<file path="src/rtl/stack_ptr_ctrl_if.sv">
// Operation handshake and stack-pointer status bundle between the control
// unit (master) and the stack-pointer controller (slave).
interface stack_ptr_ctrl_if #(
  parameter int WIDTH = 14
);
  logic             op_valid;
  logic             op_ready;
  logic [1:0]       op_code;
  logic [WIDTH-1:0] op_count;
  logic             err_clr;
  logic [WIDTH-1:0] sp;
  logic             empty;
  logic             full;
  logic             done;
  logic             err_ovf;
  logic             err_unf;

  modport master (
    output op_valid, op_code, op_count, err_clr,
    input  op_ready, sp, empty, full, done, err_ovf, err_unf
  );

  modport slave (
    input  op_valid, op_code, op_count, err_clr,
    output op_ready, sp, empty, full, done, err_ovf, err_unf
  );
endinterface

</file>
<file path="src/rtl/stack_ptr_ctrl.sv">
// Stack-pointer controller: owns the downward-growing stack pointer, sequences
// multi-word allocation through the shared decrementer, and reports sticky errors.

module subone14b #(
  parameter int WIDTH = 14
) (
  input  logic [WIDTH-1:0] a,
  output logic [WIDTH-1:0] y
);
  assign y = a - WIDTH'(1);
endmodule

module stack_ptr_ctrl #(
  parameter int               WIDTH    = 14,
  parameter logic [WIDTH-1:0] SP_TOP   = 14'h3FFF,
  parameter logic [WIDTH-1:0] SP_LIMIT = 14'h3C00
) (
  input  logic            clk,
  input  logic            rst_n,
  stack_ptr_ctrl_if.slave bus
);

  typedef enum logic [0:0] {
    ST_IDLE  = 1'b0,
    ST_ALLOC = 1'b1
  } state_t;

  localparam logic [1:0] OP_PUSH  = 2'b00;
  localparam logic [1:0] OP_POP   = 2'b01;
  localparam logic [1:0] OP_ALLOC = 2'b10;
  localparam logic [1:0] OP_FREE  = 2'b11;

  state_t           state_r, state_nx_s;
  logic [WIDTH-1:0] sp_r, sp_nx_s;
  logic [WIDTH-1:0] cnt_r, cnt_nx_s;
  logic             done_r, done_nx_s;
  logic             err_ovf_r, err_unf_r;
  logic             set_ovf_s, set_unf_s;
  logic [WIDTH-1:0] sp_dec_s, cnt_dec_s;
  logic             empty_s, full_s;
  logic [WIDTH:0]   room_s;
  logic             free_bad_s;

  subone14b #(.WIDTH(WIDTH)) u_sp_dec  (.a(sp_r),  .y(sp_dec_s));
  subone14b #(.WIDTH(WIDTH)) u_cnt_dec (.a(cnt_r), .y(cnt_dec_s));

  assign empty_s = (sp_r == SP_TOP);
  assign full_s  = (sp_r == SP_LIMIT);
  // Words that can still be freed; sp never exceeds SP_TOP so this never wraps.
  assign room_s     = {1'b0, SP_TOP} - {1'b0, sp_r};
  assign free_bad_s = ({1'b0, bus.op_count} > room_s);

  // Next-state, next-pointer and error-set decode.
  always_comb begin
    state_nx_s = state_r;
    sp_nx_s    = sp_r;
    cnt_nx_s   = cnt_r;
    done_nx_s  = 1'b0;
    set_ovf_s  = 1'b0;
    set_unf_s  = 1'b0;
    case (state_r)
      ST_IDLE: begin
        if (bus.op_valid) begin
          case (bus.op_code)
            OP_PUSH: begin
              done_nx_s = 1'b1;
              if (full_s) begin
                set_ovf_s = 1'b1;
              end else begin
                sp_nx_s = sp_dec_s;
              end
            end
            OP_POP: begin
              done_nx_s = 1'b1;
              if (empty_s) begin
                set_unf_s = 1'b1;
              end else begin
                sp_nx_s = sp_r + WIDTH'(1);
              end
            end
            OP_FREE: begin
              done_nx_s = 1'b1;
              if (free_bad_s) begin
                set_unf_s = 1'b1;
              end else begin
                sp_nx_s = sp_r + bus.op_count;
              end
            end
            OP_ALLOC: begin
              if (bus.op_count == {WIDTH{1'b0}}) begin
                done_nx_s = 1'b1;
              end else begin
                cnt_nx_s   = bus.op_count;
                state_nx_s = ST_ALLOC;
              end
            end
            default: begin
              done_nx_s = 1'b0;
            end
          endcase
        end else begin
          done_nx_s = 1'b0;
        end
      end
      ST_ALLOC: begin
        // Hitting the limit aborts; words already allocated are kept.
        if (full_s) begin
          set_ovf_s  = 1'b1;
          done_nx_s  = 1'b1;
          cnt_nx_s   = {WIDTH{1'b0}};
          state_nx_s = ST_IDLE;
        end else begin
          sp_nx_s  = sp_dec_s;
          cnt_nx_s = cnt_dec_s;
          if (cnt_r == WIDTH'(1)) begin
            done_nx_s  = 1'b1;
            state_nx_s = ST_IDLE;
          end else begin
            done_nx_s = 1'b0;
          end
        end
      end
      default: begin
        state_nx_s = ST_IDLE;
      end
    endcase
  end

  // State, pointer, counter and done-pulse registers.
  always_ff @(posedge clk or negedge rst_n) begin
    if (!rst_n) begin
      state_r <= ST_IDLE;
      sp_r    <= SP_TOP;
      cnt_r   <= {WIDTH{1'b0}};
      done_r  <= 1'b0;
    end else begin
      state_r <= state_nx_s;
      sp_r    <= sp_nx_s;
      cnt_r   <= cnt_nx_s;
      done_r  <= done_nx_s;
    end
  end

  // Sticky error bits; a new error wins over a simultaneous clear.
  always_ff @(posedge clk or negedge rst_n) begin
    if (!rst_n) begin
      err_ovf_r <= 1'b0;
      err_unf_r <= 1'b0;
    end else begin
      err_ovf_r <= set_ovf_s | (err_ovf_r & ~bus.err_clr);
      err_unf_r <= set_unf_s | (err_unf_r & ~bus.err_clr);
    end
  end

  assign bus.op_ready = (state_r == ST_IDLE);
  assign bus.sp       = sp_r;
  assign bus.empty    = empty_s;
  assign bus.full     = full_s;
  assign bus.done     = done_r;
  assign bus.err_ovf  = err_ovf_r;
  assign bus.err_unf  = err_unf_r;

endmodule

</file>
<file path="src/flat_wrapper.sv">
// flat-port wrapper written by rule: the top's interface ports become plain ports
module stack_ptr_ctrl_flat 
#(
  parameter int               WIDTH    = 14,
  parameter logic [WIDTH-1:0] SP_TOP   = 14'h3FFF,
  parameter logic [WIDTH-1:0] SP_LIMIT = 14'h3C00
)
  (clk, rst_n, bus_op_valid, bus_op_code, bus_op_count, bus_err_clr, bus_op_ready, bus_sp, bus_empty, bus_full, bus_done, bus_err_ovf, bus_err_unf);
  stack_ptr_ctrl_if #(.WIDTH(WIDTH)) bus_i ();
  input  logic clk;
  input  logic rst_n;
  input wire logic [$bits(bus_i.op_valid)-1:0] bus_op_valid;
  input wire logic [$bits(bus_i.op_code)-1:0] bus_op_code;
  input wire logic [$bits(bus_i.op_count)-1:0] bus_op_count;
  input wire logic [$bits(bus_i.err_clr)-1:0] bus_err_clr;
  output wire logic [$bits(bus_i.op_ready)-1:0] bus_op_ready;
  output wire logic [$bits(bus_i.sp)-1:0] bus_sp;
  output wire logic [$bits(bus_i.empty)-1:0] bus_empty;
  output wire logic [$bits(bus_i.full)-1:0] bus_full;
  output wire logic [$bits(bus_i.done)-1:0] bus_done;
  output wire logic [$bits(bus_i.err_ovf)-1:0] bus_err_ovf;
  output wire logic [$bits(bus_i.err_unf)-1:0] bus_err_unf;
  assign bus_i.op_valid = bus_op_valid;
  assign bus_i.op_code = bus_op_code;
  assign bus_i.op_count = bus_op_count;
  assign bus_i.err_clr = bus_err_clr;
  assign bus_op_ready = bus_i.op_ready;
  assign bus_sp = bus_i.sp;
  assign bus_empty = bus_i.empty;
  assign bus_full = bus_i.full;
  assign bus_done = bus_i.done;
  assign bus_err_ovf = bus_i.err_ovf;
  assign bus_err_unf = bus_i.err_unf;
  stack_ptr_ctrl #(.WIDTH(WIDTH), .SP_TOP(SP_TOP), .SP_LIMIT(SP_LIMIT)) u_core (.clk(clk), .rst_n(rst_n), .bus(bus_i));
endmodule
</file>
<file path="config.mk">
export PLATFORM = sky130hd
export DESIGN_NAME = stack_ptr_ctrl_flat
export DESIGN_NICKNAME = d
export VERILOG_FILES = /design/src/rtl/stack_ptr_ctrl_if.sv /design/src/rtl/stack_ptr_ctrl.sv /design/src/flat_wrapper.sv
export SDC_FILE = /design/constraint.sdc
export NUM_CORES = 1
export LEC_CHECK = 0
export BUFFER_PORTS_ARGS = -buffer_cell sky130_fd_sc_hd__buf_2
export CORE_MARGIN = 5
export CORE_UTILIZATION = 50
export DETAILED_ROUTE_END_ITERATION = 12
export PLACE_DENSITY_LB_ADDON = 0.08
export SLEW_MARGIN = 15
export SYNTH_ARGS = -nofsm -noshare
export SYNTH_HDL_FRONTEND = slang
export SYNTH_SLANG_ARGS = --single-unit
</file>
<file path="constraint.sdc">
create_clock -name clk -period 5.7 [get_ports clk]
set_clock_uncertainty 0.2 [all_clocks]
set_input_delay 0.285 -clock clk [delete_from_list [all_inputs] [get_ports clk]]
set_output_delay 0.285 -clock clk [all_outputs]
set_load 0.01 [all_outputs]
</file>
# Yosys cells after proc, flatten, opt, wreduce, memory -nomap -nowiden

Index checks and enable logic that the tools add are counted.
Widths: inputs -> output; s select.

$add $sub $neg: 5
$lt $le $gt $ge: 1
Equal/unequal tests: 12
Muxes and demuxes: 32
Bitwise operators: 6
Reductions and logical operators: 5

Operator list:

| kind                   | count |
|---|---|
| $mux 14                | 8 |
| $pmux 14 s2            | 2 |
| $pmux 14 s3            | 1 |
| $eq 14x14->1 const B   | 2 |
| $sub 14x1->14 const B  | 2 |
| $mux 1                 | 16 |
| $gt 14x15->1           | 1 |
| $sub 14x14->15 const A | 1 |
| $add 14x1->14 const B  | 1 |
| $add 14x14->14         | 1 |
| $eq 14x1->1 const B    | 1 |
| $logic_not 14->1       | 1 |
| $pmux 1 s2             | 5 |
| $ne 3x3->1 const B     | 2 |
| $eq 2x2->1 const B     | 2 |
| $ne 2x2->1 const B     | 2 |
| $ne 4x1->1 const B     | 1 |
| $reduce_and 4->1       | 1 |
| $reduce_and 3->1       | 1 |
| $reduce_or 3->1        | 1 |
| $and 1x1->1            | 2 |
| $eq 2x1->1 const B     | 1 |
| $logic_not 2->1        | 1 |
| $ne 2x1->1 const B     | 1 |
| other kinds (2)        | 4 |

Bits in registers: 32
Input port bits: 20
Output and inout port bits: 20
Logic and storage cells: 67

# Longest topological paths before layout

Gate-level depths: netlist (run 1).

Word-level depth: 7
Gate-level depth with buffers: 13
Depth with buffers taken out: 11

# By module

From an unflattened synthesis (run 1), not the netlist that was laid out.

Cells, all modules: 364
Area total of the unflattened synthesis: 3,188.1 µm²

By module, submodules not included:

| module         | times used | cells an instance | area each (µm²) | seq. area each (µm²) |
|---|---|---|---|---|
| stack_ptr_ctrl | 1          | 298               | 2,705.1         | 818.3 |
| subone14b      | 2          | 33                | 241.5           | 0.0 |

# Worst setup path before layout (run 1)

OpenSTA, ideal clock, no wires.

Path kind: in2reg
Start: input port bus_op_code[0]
End: register u_core.sp_r[12], in the netlist u_core.bus.sp[12]
Library setup time: 0.080 ns
Arrival: 2.734 ns
Data required time: 5.420 ns
Path slack: 2.686 ns
Stages: 13
Buffers on the path: 2
Path through: ha_1 > clkbuf_1 > clkbuf_1 > nand2_1 > ha_1 > fa_1 > a211oi_1 > o21a_1 > o211ai_1 > a31oi_1 > xnor2_1 > o32a_1 > o22a_1

Word-level cells in the longest chain between the ends: 4
Elaborated cells between the ends (all ways): 10
Classes of those cells: eq/ne (5); mux (3); reduce/logical (2)

RTL lines:

| element                                  | RTL line              | text |
|---|---|---|
| from (decl)                              | flat_wrapper.sv:13    | `input wire logic [$bits(bus_i.op_code)-1:0] bus_op_code;` |
| $eq 2x2->1, or another cell as far along | stack_ptr_ctrl.sv:64  | `case (bus.op_code)` |
| $pmux 14 s3                              | stack_ptr_ctrl.sv:64  |  |
| $mux 14                                  | stack_ptr_ctrl.sv:63  | `if (bus.op_valid) begin` |
| $pmux 14 s2                              | stack_ptr_ctrl.sv:61  | `case (state_r)` |
| to (signal assigned)                     | stack_ptr_ctrl.sv:138 | `sp_r <= sp_nx_s;` |
| to (decl)                                | stack_ptr_ctrl.sv:34  | `logic [WIDTH-1:0] sp_r, sp_nx_s;` |

Parallel ways exist; a longest one is shown, timed or not. The select of a mux whose other input is x is not followed.
A chain may end at the register's enable or synchronous reset.

# Final worst setup path (run 1)

Same ends and word-level chain as after synthesis.

==> impl_metrics.json, run 1 <==
{
  "status": "finished, final reports clean",
  "setup-violations-final": 0,
  "area_growth_pct": 11.9,
  "pin_count": 40,
  "power.leakage_uw": 0.00153,
  "insertedDiodeCount": 0,
  "antenna_found_initial": 0,
  "fin_crit_sh": 0.544,
  "clk_path_buf_depth": 2,
  "synth_area_um2": 3070,
  "syn_nets": 439,
  "rsz0062_at_grt": "false",
  "postRouteAntennaNets": 0,
  "cp_max_fo": 18,
  "drc": 0,
  "holdWs_ns": 0.0562,
  "maxCapViolations": 0,
  "vias_per_cell": 6.18,
  "drt_iter0_drc": 221,
  "startpoint_type": "input pin",
  "ys_warn_count": 0,
  "overflow": 0,
  "min_period_ns": 3.10,
  "synth_top_area_cell": "dfrtp_1",
  "place_hpwl_um": 6610,
  "start_util": 0.516,
  "numPortBuffers": 39,
  "utilization": 0.578,
  "grt_pass1_vias": 2915,
  "place_inst": 486,
  "die_w_um": 88.4,
  "grt_max_degree": 33,
  "drt-pass1-iter-count": 5,
  "finalHoldViolCount": 0,
  "clkSlewWorstSetupHoldPaths_ns": 0.08,
  "final_cells": 496,
  "slowest_delay_ns": 0.51,
  "cts_buffers": 5,
  "grt_first_pass_wirelength_um": 14900,
  "cts.sinks": 32,
  "maxSlewHeadroom": 0.327,
  "path_class": "input pin to flip-flop",
  "setup_tns_ns": 0,
  "cts_resized": 0,
  "num_vias": 3065,
  "synthDistinctLibCells": 59,
  "crit_top_cell": "ha_1",
  "row_count": 28,
  "required_ns": 5.73,
  "yosysSeqAreaShare": 0.266,
  "cts_tree": "built",
  "synth.area.top_cells": "dfrtp_1, ha_1, dfstp_2",
  "synth_cells": 383,
  "synth_async_sr_flop_share": 1.00,
  "clk_latency_ns": 0.29,
  "htreeDepth": 2,
  "endpoint_kind": "flip-flop",
  "core_area_um2": 5960,
  "die_area_um2": 7810,
  "slew_viol_final": 0,
  "drive_gt1_frac": 0.173,
  "ys_ff_latch": 32,
  "gr-usage-all-layers": 0.242,
  "crit_chain": "buf_2, ha_1, nand2_1, ha_1, fa_1, a211oi_1, o21a_1, o211ai_1, a31oi_1, xnor2_1, o32a_1, o22a_1",
  "arrival_ns": 3.13,
  "yosys_most_used_dff": "dfrtp_1",
  "p_per_area_nw_per_um2": 487,
  "final_nets": 476,
  "cts-root-buf": "clkbuf_8",
  "worstMarginPinSlew_ns": 1.01,
  "synth_top_area_frac": 0.147,
  "vdd_drop_max_v": 0.000305,
  "die_y_um": 88.4,
  "wl_per_cell_um": 18.1,
  "wirelength_um": 8960,
  "slowest_stage": "ha_1",
  "synth_edf_count": 0,
  "hp-class": "input pin to flip-flop",
  "postSynthAreaPerCell_um2": 8.02,
  "clock.fmax_mhz": 323,
  "place_congestion": 0.920
}
[final cells by class]
| class | count | area (µm²) |
|---|---|---|
| clock buffer | 5 | 68.8 |
| sequential | 32 | 818 |
| tap | 75 | 93.8 |
| multi-input combinational | 320 | 2120 |
| timing repair buffer | 43 | 230 |
| inverter | 18 | 67.6 |
| clock inverter | 3 | 42.5 |
| fill | 562 | 2520 |
[per-stage QoR]
step                cell area, µm²  worst slack, ns  total power, µW
CTS                           3440             2.66             1670
finish                        3440             2.60             1670
global route                  3440             2.37             1830
floorplan                     3070             2.69             1180
global placement              3310             2.41             1410
detailed placement            3310             2.35             1430
[synth_stat cells, types with 6 or more instances]
library cell / count
nor3_1: 12
ha_1: 35
nand3_1: 12
nand2_1: 31
and2_1: 14
nor4_1: 9
a21oi_1: 37
clkbuf_1: 6
inv_1: 18
o211ai_1: 7
dfstp_2: 14
dfrtp_1: 18
xnor2_1: 6
o21ai_0: 32
nor2_1: 42
[cells in the final DEF (no fill, tap or decap), types with 2 or more instances in the layout]
cell type      count
o21a_1             2
nand2b_1           4
clkbuf_8           5
o21ai_0           32
a31oi_1            4
and2_1            14
dfrtp_1           18
nand3b_1           2
o21ai_1            3
a32oi_1            3
buf_4              2
inv_1             18
o22ai_1            3
buf_2             39
nor2_1            42
a211oi_1           4
xor2_1             3
a21oi_1           37
xnor2_1            6
o21bai_1           3
nor2b_1            2
nor3b_1            2
nand4_1            5
o22a_1             4
nor4_1             9
dlygate4sd3_1      2
dfstp_2           14
nand3_1           12
ha_1              35
a221o_1            5
nand2_1           31
or3_1              2
a21o_1             5
o211ai_1           7
a22oi_1            3
nor3_1            12
nand2_4            2
[timing repair]
action                                 CTS  global route
endpoints found under the hold margin   20             0
setup buffers                            0             0
hold buffers                             2             0
[sequential cells by signal (all words and copies together), names as in the netlist]
| signal | count |
|---|---|
| u_core.bus.sp | 14 |
| u_core.bus.err_ovf | 1 |
| u_core.bus.err_unf | 1 |
| u_core.cnt_r | 14 |
| u_core.state_r | 1 |
| u_core.bus.done | 1 |
[critical path: cells and delay by family]
kind                       cells  cell delay [ns]
AOI/OAI and AO/OA              6             1.38
xor gates and xnor gates       1             0.08
adders and majority gates      3             1.17
buffers and inverters          1             0.10
and+or+nand+nor                1             0.11
[cell families (layout without fill, tap and decap cells)]
kind of cell,after synthesis,in the layout,synth area share
fa+ha+maj,36,36,0.149
buf+inv,31,69,0.0444
compound gates,126,126,0.265
simple gates,149,149,0.250
xor+xnor,9,9,0.0257
flops,32,32,0.266
[final timing paths]
path                                                     from                             to  slack, ns  depth (start not counted)
worst max-delay path                           bus_op_code[0]  u_core.bus.sp[12]$_DFFE_PN1P_       2.60                         12
worst min-delay path                          bus_op_count[0]    u_core.cnt_r[0]$_DFFE_PN0P_       0.06                          3
worst max register to register  u_core.bus.sp[12]$_DFFE_PN1P_  u_core.bus.sp[13]$_DFFE_PN1P_       2.82                          7
worst min register to register   u_core.cnt_r[12]$_DFFE_PN0P_   u_core.cnt_r[12]$_DFFE_PN0P_       0.28                          2
max in group asynchronous                               rst_n    u_core.cnt_r[6]$_DFFE_PN0P_       4.41                          2
min in group asynchronous                               rst_n   u_core.bus.err_ovf$_DFF_PN0_       0.40                          2
[per-layer routing]
metal / vias to the layer above / part of all wire / track usage
met3: 14 / 0.061 / 0.0317
met5: - / 0 / 0
met2: 102 / 0.44 / 0.380
met4: 0 / 0.014 / 0.0577
met1: 1454 / 0.49 / 0.355
li1: 1495 / - / -
[power by group]
part | switching, µW | internal [µW] | total, µW
sequential | 173 | 363 | 536
combinational | 535 | 376 | 912
clock | 97.3 | 129 | 227
Power figures use the tool's default switching activity.
==> inputs of run 2 (changes only) <==
==> constraint.sdc (replaced) <==
create_clock -name clk -period 3.1 [get_ports clk]
set_clock_uncertainty 0.2 [all_clocks]
set_input_delay 0.155 -clock clk [delete_from_list [all_inputs] [get_ports clk]]
set_output_delay 0.155 -clock clk [all_outputs]
set_load 0.01 [all_outputs]
==> run 2 against run 1 <==
Clock-buffer cell count stayed put; sequential power is 77% higher; routed wire length is 1.0% lower; combinational power is 92% higher; cell area is 5.4% higher; total power is 86% higher; register-to-register slack worse by 2.5 ns; core utilization is 3.1 points higher; largest cell class unchanged; clock power is 83% higher.
==> impl_metrics.json, run 2 (synthesized netlist as in run 1, its figures left out) <==
{
  "status": "finished, final reports clean",
  "grt_max_degree": 33,
  "htreeDepth": 2,
  "clkSlewWorstSetupHoldPaths_ns": 0.07,
  "post-place-ws_ns": 0.181,
  "place_congestion": 0.906,
  "arrival_ns": 2.85,
  "drc": 0,
  "maxCapViolations": 0,
  "row_count": 28,
  "antenna_found_initial": 0,
  "place_hpwl_um": 6630,
  "fill_cells": 561,
  "drive_gt1_frac": 0.186,
  "holdWs_ns": 0.00138,
  "rsz0062_at_grt": "false",
  "setup_tns_ns": 0,
  "die_w_um": 88.4,
  "required_ns": 3.11,
  "hp-class": "input pin to flip-flop",
  "startpoint_type": "input pin",
  "wirelength_um": 8870,
  "area_growth_pct": 18.0,
  "drt_iter0_drc": 186,
  "finalHoldViolCount": 0,
  "num_vias": 3088,
  "slowest_delay_ns": 0.59,
  "maxSlewHeadroom": 0.483,
  "cts_tree": "built",
  "worstMarginPinSlew_ns": 0.775,
  "crit_chain": "dlygate4sd3_1, buf_2, ha_1, nand4_1, or4_1, o211ai_1, a31oi_4, buf_4, a21o_1, nand2_1, o21ai_0",
  "slew_viol_final": 0,
  "wl_per_cell_um": 17.2,
  "insertedDiodeCount": 0,
  "clk_latency_ns": 0.30,
  "die_area_um2": 7810,
  "endpoint_kind": "flip-flop",
  "grt_first_pass_wirelength_um": 15100,
  "cts.sinks": 32,
  "worst-r2r-setup-slack_ns": 0.34,
  "start_util": 0.516,
  "postRouteAntennaNets": 0,
  "layout_common_cells": "nor2_1, buf_2, a21oi_1, ha_1, o21ai_0",
  "setup_slack_ns": 0.256,
  "vias_per_cell": 5.98,
  "overflow": 0,
  "slowest_stage": "or4_1",
  "drt-pass1-iter-count": 5,
  "core_area_um2": 5960,
  "clock.fmax_mhz": 352,
  "p_per_area_nw_per_um2": 858,
  "fin_crit_sh": 0.917,
  "min_period_ns": 2.84,
  "cp_max_fo": 25,
  "final_nets": 496,
  "layout_commonest_cell": "nor2_1",
  "vdd_drop_max_v": 0.000536,
  "cts-root-buf": "clkbuf_8",
  "die_y_um": 88.4,
  "path_class": "input pin to flip-flop",
  "crit_buf_inv": 3,
  "setup-violations-final": 0,
  "gr-usage-all-layers": 0.247,
  "numPortBuffers": 39,
  "clk_path_buf_depth": 2,
  "power.leakage_uw": 0.00163,
  "cts_buffers": 5,
  "pin_count": 40,
  "grt_pass1_vias": 2973,
  "utilization": 0.609,
  "cp_top_family": "buffers and inverters"
}
[run 2: changes by cell type in the layout (fill, tap and decap cells not counted)]
cell,change
buf_4,+8
dlygate4sd3_1,+12
a211oi_1,-1
a211oi_2,+1
[run 2: power by group]
| group | switching, µW | internal (µW) | total (µW) | leakage [µW] |
|---|---|---|---|---|
| Combinational | 1010 | 732 | 1750 | 0.00119 |
| Sequential | 282 | 666 | 948 | 0.000380 |
| Clock | 178 | 238 | 416 | 0.0000541 |
[run 2: what timing repair did]
action,in CTS,in global routing
endpoints found under the hold margin,31,0
setup buffers,0,0
resized for setup,0,1
setup endpoints to repair,0,3
hold buffers,14,0
[run 2: path summary, 6_finish.rpt]
check | cells after the start | from | endpoint
max reg2reg | 9 | u_core.bus.sp[12]$_DFFE_PN1P_ | u_core.bus.sp[1]$_DFFE_PN1P_
min | 2 | bus_op_count[6] | u_core.cnt_r[6]$_DFFE_PN0P_
min in group asynchronous | 2 | rst_n | u_core.cnt_r[5]$_DFFE_PN0P_
max in group asynchronous | 2 | rst_n | u_core.cnt_r[12]$_DFFE_PN0P_
min reg2reg | 2 | u_core.cnt_r[12]$_DFFE_PN0P_ | u_core.cnt_r[12]$_DFFE_PN0P_
max | 11 | bus_op_count[13] | u_core.bus.sp[1]$_DFFE_PN1P_
[run 2: final cells by class]
class	instances	area, µm²	share of cell area
flip-flops and latches	32	818	0.226
clock buffers	5	68.8	0.0190
repair buffers	63	410	0.113
inverters	18	67.6	0.0186
well taps	75	93.8	0.0259
clock inverters	3	42.5	0.0117
multi-input cells	320	2120	0.586
[run 2: worst reg2reg max path: stages (launching register included)]
cell	delay [ns]
dfstp_2	0.61
ha_1	0.20
nand4_1	0.18
or4_1	0.59
o211ai_1	0.21
a31oi_4	0.12
buf_4	0.23
a21o_1	0.20
nand2_1	0.06
o21ai_0	0.07
[run 2: metal layers]
layer | vias to the layer above | GRT usage | part of all wire
li1 | 1536 | - | -
met3 | 8 | 0.0298 | 0.062
met5 | - | 0 | 0
met4 | 0 | 0.0591 | 0.010
met1 | 1447 | 0.367 | 0.50
met2 | 97 | 0.382 | 0.43
[run 2: through the flow]
stage / cell area (µm²) / cells / total power, µW
6_report: 3620 / 516 / 3110
3_3_place_gp: 3370 / 494 / 2630
4_1_cts: 3620 / 516 / 3100
5_1_grt: 3620 / 516 / 3410
3_5_place_dp: 3370 / 494 / 2660
2_1_floorplan: 3070 / 383 / 2160
==> inputs of run 3 (changes only) <==
--- a/config.mk
+++ b/config.mk
@@ -8,6 +8,7 @@
 export BUFFER_PORTS_ARGS = -buffer_cell sky130_fd_sc_hd__buf_2
 export CORE_MARGIN = 5
 export CORE_UTILIZATION = 50
+export CTS_BUF_LIST = sky130_fd_sc_hd__clkbuf_2
 export DETAILED_ROUTE_END_ITERATION = 12
 export PLACE_DENSITY_LB_ADDON = 0.08
 export SLEW_MARGIN = 15
==> constraint.sdc (replaced) <==
create_clock -name clk -period 2.4 [get_ports clk]
set_clock_uncertainty 0.2 [all_clocks]
set_input_delay 0.12 -clock clk [delete_from_list [all_inputs] [get_ports clk]]
set_output_delay 0.12 -clock clk [all_outputs]
set_load 0.01 [all_outputs]
==> run 3 against run 2 <==
The flow now finishes with violations (setup timing); first-iteration DRC count is 40% higher; via count is 17% higher; routed wire length is 22% higher; sequential power is 15% higher; total power is 63% higher; global-route usage is 3.2 points higher; sequential share of layout area is 5.0 points lower; combinational power is 100% higher; worst hold slack better by 0.036 ns; critical path depth is 2 lower; setup slack worse by 0.40 ns; largest power group unchanged; core utilization is 17 points higher.
==> impl_metrics.json, run 3 (synthesized netlist as in run 1, its figures left out) <==
{
  "status": "finished, violations left",
  "violations": "setup timing",
  "required_ns": 2.56,
  "min_period_ns": 2.54,
  "drc": 0,
  "hp-class": "input pin to flip-flop",
  "timing.rr.start": "u_core.bus.sp[13]$_DFFE_PN1P_",
  "antenna_found_initial": 0,
  "gr-usage-all-layers": 0.278,
  "finalHoldViolCount": 0,
  "arrival_ns": 2.71,
  "cts_tree": "built",
  "core_area_um2": 5960,
  "post-place-ws_ns": -0.178,
  "place_inst": 558,
  "wl_per_cell_um": 18.0,
  "clock.fmax_mhz": 393,
  "clk_latency_ns": 0.40,
  "maxCapViolations": 0,
  "cp_top_family": "simple AND/OR/NAND/NOR gates",
  "start_util": 0.516,
  "slowest_stage": "dfstp_2",
  "htreeDepth": 2,
  "drive_gt1_frac": 0.390,
  "min-delay-start": "bus_op_count[0]",
  "crit_start": "u_core.bus.sp[13]$_DFFE_PN1P_",
  "numPortBuffers": 39,
  "cts-root-buf": "clkbuf_2",
  "vdd_drop_max_v": 0.000691,
  "postRouteAntennaNets": 0,
  "worstMarginPinSlew_ns": 0.782,
  "grt_first_pass_wirelength_um": 16800,
  "clk_path_buf_depth": 2,
  "drt-pass1-iter-count": 5,
  "wirelength_um": 10900,
  "rsz0062_at_grt": "true",
  "overflow": 0,
  "setup_tns_ns": -1.64,
  "insertedDiodeCount": 0,
  "utilization": 0.783,
  "crit_chain": "ha_4, nand4_1, or4_4, o211ai_1, a31oi_4, buf_12, a21o_1, nand2_1, o21ai_1",
  "place_hpwl_um": 7560,
  "pin_count": 40,
  "setup-violations-final": 17,
  "fin_crit_sh": 1.06,
  "die_w_um": 88.4,
  "place_congestion": 0.914,
  "power.leakage_uw": 0.00211,
  "die_area_um2": 7810,
  "row_count": 28,
  "final_nets": 583,
  "cts.sinks": 32,
  "path_class": "flip-flop to flip-flop",
  "num_vias": 3625,
  "die_y_um": 88.4,
  "final_cells": 603,
  "p_per_area_nw_per_um2": 1090,
  "drt_iter0_drc": 260,
  "slowest_delay_ns": 0.61,
  "layout_common_cells": "buf_4, nor2_1, buf_2, a21oi_1, nand2_1",
  "setup_slack_ns": -0.144,
  "vias_per_cell": 6.01,
  "endpoint_kind": "flip-flop",
  "clkSlewWorstSetupHoldPaths_ns": 0.20,
  "grt_max_degree": 33,
  "crit_buf_inv": 1,
  "slew_viol_final": 0,
  "area_growth_pct": 51.7,
  "cts_buffers": 5,
  "startpoint_type": "flip-flop",
  "maxSlewHeadroom": 0.479,
  "cp_max_fo": 14,
  "grt_pass1_vias": 3373,
  "layout_commonest_cell": "buf_4"
}
-- run 3: cell types whose count changed in the layout (fill, tap and decap cells not counted), sizes merged --
cell	change
buf	+82
clkbuf	+1
clkinvlp	-1
dlygate4sd3	+3
nand2	+2
-- run 3: layout make-up --
type | instances | area (µm²)
clock buffer | 6 | 30.0
clock inverter | 2 | 35.0
fill | 434 | 1290
inverter | 18 | 70.1
multi-input combinational | 322 | 2460
sequential | 32 | 818
tap | 75 | 93.8
timing repair buffer | 148 | 1150
-- run 3: worst paths after layout --
path | to | slack (ns) | cells after the start
min in group asynchronous | u_core.bus.err_ovf$_DFF_PN0_ | 0.11 | 2
setup reg to reg | u_core.bus.sp[1]$_DFFE_PN1P_ | -0.14 | 9
hold / removal | u_core.bus.sp[0]$_DFFE_PN1P_ | 0.04 | 6
hold reg to reg | u_core.cnt_r[12]$_DFFE_PN0P_ | 0.30 | 2
setup / recovery | u_core.bus.sp[1]$_DFFE_PN1P_ | -0.14 | 9
max in group asynchronous | u_core.state_r$_DFF_PN0_ | 1.41 | 2
-- run 3: per-layer routing --
metal | GRT usage | up-vias | share of wire
li1 | - | 1720 | -
met1 | 0.392 | 1734 | 0.44
met2 | 0.462 | 145 | 0.47
met3 | 0.0400 | 26 | 0.063
met4 | 0.0467 | 0 | 0.021
met5 | 0 | - | 0
-- run 3: where the power goes --
| part | switching, µW | internal (µW) | total, µW |
|---|---|---|---|
| clock | 223 | 179 | 403 |
| combinational | 1880 | 1700 | 3580 |
| sequential | 236 | 851 | 1090 |
-- run 3: worst min-delay path: stages --
cell and delay (ns):
buf_2 0.08, inv_1 0.07, nand2_4 0.08, ha_4 0.11, a21oi_1 0.05, o21ai_1 0.11
-- run 3: metrics by stage --
stage	hold WS [ns]	cell area [µm²]	power (µW)
finish	0.0372	4660	5070
global route	0.0525	4660	5470
CTS	0.0251	4280	4540
detailed placement	0.0425	3940	4000
global placement	0.0378	3940	3940
floorplan	-0.376	3180	2860
-- run 3: repair_timing --
action	in CTS	in global routing
resized for setup	21	52
pin swaps	8	17
hold buffers	17	0
endpoints found under the setup margin	20	31
setup buffers	2	16
cloned	0	2
hold endpoints to repair	43	0
